[config.mk]
export PLATFORM = sky130hd
export DESIGN_NAME = image_source
export DESIGN_NICKNAME = d
export VERILOG_FILES = /design/src/rtl/image_source.sv
export SDC_FILE = /design/constraint.sdc
export NUM_CORES = 1
export LEC_CHECK = 0
export BUFFER_PORTS_ARGS = -buffer_cell sky130_fd_sc_hd__buf_4
export CAP_MARGIN = 20
export CORE_MARGIN = 10
export CORE_UTILIZATION = 35
export CTS_CLUSTER_DIAMETER = 50
export DETAILED_ROUTE_END_ITERATION = 16
export PLACE_DENSITY = 0.58
export SLEW_MARGIN = 20
export SYNTH_ARGS = -nofsm -noshare
export SYNTH_HDL_FRONTEND = slang
export SYNTH_SLANG_ARGS = --single-unit
[constraint.sdc]
create_clock -name clk -period 13.6 [get_ports clk]
set_input_delay 2.72 -clock clk [delete_from_list [all_inputs] [get_ports clk]]
set_output_delay 2.72 -clock clk [all_outputs]
set_load 0.02 [all_outputs]
[src/rtl/image_source.sv]
// Video-bus transmitter: streams one stored frame per start pulse from a
// synchronous pixel memory onto the 27-bit {frame_end, vsync, de, RGB} bus.
module image_source #(
    parameter int VS_LEN  = 2,
    parameter int H_BLANK = 4,
    parameter int AW      = 23
) (
    input  logic          clk,
    input  logic          rst_n,
    input  logic          start,
    input  logic [11:0]   Hsize,
    input  logic [10:0]   Vsize,
    output logic          rd_en,
    output logic [AW-1:0] rd_addr,
    input  logic [23:0]   rd_data,
    output logic [26:0]   DPo,
    output logic          busy
);

    typedef enum logic [2:0] {
        S_IDLE,
        S_VSYNC,
        S_HBLANK,
        S_ACTIVE,
        S_TAIL,
        S_END
    } state_t;

    localparam logic [11:0] VS_LAST = 12'(VS_LEN - 1);
    localparam logic [11:0] HB_LAST = 12'(H_BLANK - 1);
    // First HBLANK count whose read lands on the first DE cycle of the line.
    localparam logic [11:0] RD_LEAD = 12'(H_BLANK - 2);

    state_t      state, state_n;
    logic [11:0] cnt, cnt_n;
    logic [10:0] line, line_n;
    logic [11:0] h_q;
    logic [10:0] v_q;
    logic        accept;
    logic        rd_en_n;

    assign accept = (state == S_IDLE) && start && (Hsize != '0) && (Vsize != '0);

    always_comb begin
        // NOTE: every signal driven here gets a default first so no path
        // leaves it unassigned, which would otherwise infer a latch.
        state_n = state;
        cnt_n   = cnt;
        line_n  = line;
        case (state)
            S_IDLE: begin
                if (accept) begin
                    state_n = S_VSYNC;
                    cnt_n   = '0;
                    line_n  = '0;
                end
            end
            S_VSYNC: begin
                cnt_n = cnt + 12'd1;
                if (cnt == VS_LAST) begin
                    state_n = S_HBLANK;
                    cnt_n   = '0;
                end
            end
            S_HBLANK: begin
                cnt_n = cnt + 12'd1;
                if (cnt == HB_LAST) begin
                    state_n = S_ACTIVE;
                    cnt_n   = '0;
                end
            end
            S_ACTIVE: begin
                cnt_n = cnt + 12'd1;
                if (cnt == h_q - 12'd1) begin
                    cnt_n = '0;
                    if (line == v_q - 11'd1) begin
                        state_n = S_TAIL;
                    end else begin
                        state_n = S_HBLANK;
                        line_n  = line + 11'd1;
                    end
                end
            end
            S_TAIL: begin
                cnt_n = cnt + 12'd1;
                if (cnt == HB_LAST) begin
                    state_n = S_END;
                    cnt_n   = '0;
                end
            end
            S_END:   state_n = S_IDLE;
            default: state_n = S_IDLE;
        endcase
    end

    // Reads run two cycles ahead of DE: pixels 0/1 in the last two HBLANK
    // cycles, pixel x+2 during ACTIVE cycle x.
    always_comb begin
        rd_en_n = 1'b0;
        if (state_n == S_HBLANK && cnt_n >= RD_LEAD)
            rd_en_n = (cnt_n - RD_LEAD) < h_q;
        else if (state_n == S_ACTIVE)
            rd_en_n = ({1'b0, cnt_n} + 13'd2) < {1'b0, h_q};
    end

    always_ff @(posedge clk or negedge rst_n) begin
        if (!rst_n) begin
            state <= S_IDLE;
            cnt   <= '0;
            line  <= '0;
            h_q   <= '0;
            v_q   <= '0;
        end else begin
            // NOTE: sequential state uses non-blocking assignments so every
            // register samples pre-edge values regardless of statement order.
            state <= state_n;
            cnt   <= cnt_n;
            line  <= line_n;
            if (accept) begin
                h_q <= Hsize;
                v_q <= Vsize;
            end
        end
    end

    // Outputs are registered from the next state, so they line up with the
    // state they describe instead of lagging it by a cycle.
    always_ff @(posedge clk or negedge rst_n) begin
        if (!rst_n) begin
            DPo     <= '0;
            busy    <= 1'b0;
            rd_en   <= 1'b0;
            rd_addr <= '0;
        end else begin
            DPo[26]   <= (state_n == S_END);
            DPo[25]   <= (state_n == S_VSYNC);
            DPo[24]   <= (state_n == S_ACTIVE);
            DPo[23:0] <= (state_n == S_ACTIVE) ? rd_data : 24'd0;
            busy      <= (state_n != S_IDLE);
            rd_en     <= rd_en_n;
            if (accept)
                rd_addr <= '0;
            else if (rd_en)
                rd_addr <= rd_addr + AW'(1);
        end
    end

endmodule

==> run metrics <==
initial antenna violation count 0; starting DRC count in detailed routing 507; XOR/XNOR share of the synthesized area 9.28%; die area 24100 sq um; critical path, cell by cell buf_4 -> nor4_1 -> a31oi_1 -> a21oi_1 -> buf_4 -> nand2_1 -> o21ai_0 -> a21oi_1 -> o21a_1 -> ha_1 -> o211ai_1 -> nor2_1 -> xor2_1 -> ha_1 -> a21o_1 -> a21o_1 -> a21o_1 -> a21oi_1 -> nor2b_1 -> o21ai_0 -> nand2b_1 -> a211oi_1 -> nand4_1 -> o32ai_1; Yosys Warn Count 0; Root Driver clkbuf_16; unrepaired setup endpoints after global routing false; Post-DP HPWL roughly 13000 um; Top delay family on crit path compound AO/OA/AOI/OAI gates; most frequent cells in the layout buf_4 (107), dfrtp_1 (101), nor2_1 (63), nand2_1 (63), o21ai_0 (42); Initial Utilization 35.6%; Pins Over Slew Limit 0; core area 18000 sq um; worst clock skew roughly 0.011 ns; area share of and/or/nand/nor cells after synthesis a little under a quarter; Hold Crit Start rd_addr[22]$_DFFE_PN0P_; CTS tree built; share of cells above drive strength 1 a little under a fifth; Antenna Nets Post-Route 0; Row Count 49; first-pass GRT wire length 28400 um; Gate power share between 50% and 60%; Hold Crit Class flop to flop; Critical Path Source Type input port; Clk pwr share 16.4%; Sw Ratio 44.5%; critical path arrival between 6 and 7 ns; vias per std cell 5.35; static leakage 3.43 nW; Worst EP required around 14 ns; setup slack at placement 6.79 ns; largest family of logic cells by synthesized area simple AND/OR/NAND/NOR gates; Buffers on Ports 101; PnR worst setup slack 7.13 ns; most common cell after layout, fill and taps aside buf_4; CTS H-tree depth 3; via count 5514; Final setup viols 0; Seq pwr share 31.1%; post-route clock period utilization 47.5%; vias in the first global route about 5400; minimum clock period approximately 6.5 ns; Power Density about 210 nW/um^2; P_sw 711 uW; nets 876; Mean Syn Cell Area roughly 8.9 sq um; cts bufs inserted 9; Post-synth EDFFs 0; final weighted congestion in routability-driven placement 0.897; Die Ht 155 um; status finished clean; Area growth syn-to-layout 18.8%; Int Power 887 uW; Peak Freq 155 MHz; routed length per instance 17.0 um; Final Hold Fails 0; Mapped Cells 718; asr flop ratio synth 100%; Power Total 1.60 mW; Setup CP Type input port to flop; Worst Hold Depth 2; Max IR drop VDD 100 uV; CTS clk-pin slew, worst paths 0.08 ns; GRT Overall Usage between 10% and 20%; Worst Hold End rd_addr[22]$_DFFE_PN0P_; total iterations of the first detailed-routing run 5; Register-to-Register Setup Slack 7.56 ns; Setup crit end kind flop; Yosys reg bits 101; Critical Path Max Stage Delay ~0.5 ns; Synth Cell Area 6420 sq um; clk_lat worst skew 0.35 ns; Max-cap violations 0; Clock Sinks 101; overflow left after global routing 0; hold bufs inserted after CTS 0; Primary FF master, synth dfrtp_1; FF-to-FF path depth 23; fraction of synthesized area in multiplexers between 1.5 and 2%; post-CTS setup buffer count 0; RR Startpoint h_q[2]$_DFFE_PN0P_; max_slew headroom between 30% and 40%; compound-cell area share of the yosys netlist 15.7%; deepest clock path buffer count 2; distinct cell type count after synthesis between 60 and 70; WP buf/inv 2; Setup TNS 0 ns; crit-path max FO 17; sequential-to-total area share from yosys stat about two fifths; die width approximately 160 um; worst slew pin tran about 0.90 ns; largest net degree at the start of global routing between 60 and 70; reg2reg end rd_en$_DFF_PN0_; Synth Net Count 797; Slowest-stage cell, CP a31oi_1; I/O pins 102; Remaining DRCs 0; final WL 17500 um; CTS resizes 0; diode count 0; Adder-Cell Fraction of Synth Area 5.66%
[Yosys cell counts (5+ instances only)]
library cell,instances,area (sq um)
a21o_1,6,45.0
a21oi_1,25,125
a31oi_1,11,68.8
and3_1,33,206
buf_6,5,56.3
clkbuf_1,33,124
dfrtp_1,101,2530
ha_1,29,363
inv_1,34,128
mux2_2,8,90.1
nand2_1,63,236
nand2b_1,5,31.3
nand3_1,29,145
nand4_1,21,131
nor2_1,63,236
nor2b_1,5,31.3
nor3_1,18,90.1
nor4_1,16,100
o211ai_1,7,52.6
o21a_1,6,45.0
o21ai_0,42,210
or3_1,16,100
xnor2_1,36,315
xor2_1,32,280
[flip-flops by register name, indices dropped and copies added (netlist names)]
signal and flops:
v_q 11, h_q 12, cnt 12, DPo 27, line 11, rd_en 1
state 3, rd_addr 23, busy 1
[cell type report]
type | count | area (sq um)
Inverter | 35 | 131
Sequential cell | 101 | 2530
Timing Repair Buffer | 107 | 803
Clock buffer | 9 | 225
Multi-Input combinational cell | 543 | 3570
Tap cell | 229 | 287
Fill cell | 1816 | 10400
Clock inverter | 7 | 77.6
[through the flow]
step                      hold slack, ns  utilization [%]  instances  area [sq um]
final                              0.551             42.3       1031          7620
after global routing               0.578             42.3       1031          7620
after CTS                          0.553             42.3       1031          7620
after detailed placement           0.535             40.6       1015          7320
after floorplan                    0.501                -        718          6420
after global placement             0.527             40.6       1015          7320
[worst max-delay path by stage]
stage | from | end | slack [ns] | cells after the start
global route | Hsize[10] | rd_en$_DFF_PN0_ | 6.78 | 24
detailed placement | Hsize[10] | rd_en$_DFF_PN0_ | 6.79 | 24
floorplan | Vsize[2] | rd_en$_DFF_PN0_ | 7.44 | 19
global placement | Hsize[10] | rd_en$_DFF_PN0_ | 7.02 | 24
finish | Hsize[10] | rd_en$_DFF_PN0_ | 7.13 | 24
CTS | Hsize[10] | rd_en$_DFF_PN0_ | 7.15 | 24
[routing by layer]
metal,wire length [um],track usage (%)
met5,0,0
met4,420,5.79
met3,1120,3.94
met2,7540,20.9
met1,8400,19.6
[logic make-up (layout without fill, tap and decap cells)]
kind of cell / after synthesis / in the layout
xor+xnor: 68 / 68
fa+ha+maj: 29 / 29
buf+inv: 74 / 158
flops: 101 / 101
compound gates: 144 / 144
mux: 11 / 11
simple gates: 291 / 291
[power groups by stage]
stage               Sequential (mW)  Clock [mW]  Combinational [mW]
finish                        0.497       0.262               0.839
global route                  0.515       0.282               0.942
CTS                           0.497       0.271               0.842
detailed placement            0.502           0               0.835
global placement              0.501           0               0.832
floorplan                     0.519           0               0.565
[worst min-delay path: cells and delay by family (launching register included)]
kind,cells,cell delay [ns]
and+or+nand+nor,1,0.04
xor gates and xnor gates,1,0.12
DFF,1,0.36
(Power assumes the default switching activity.)
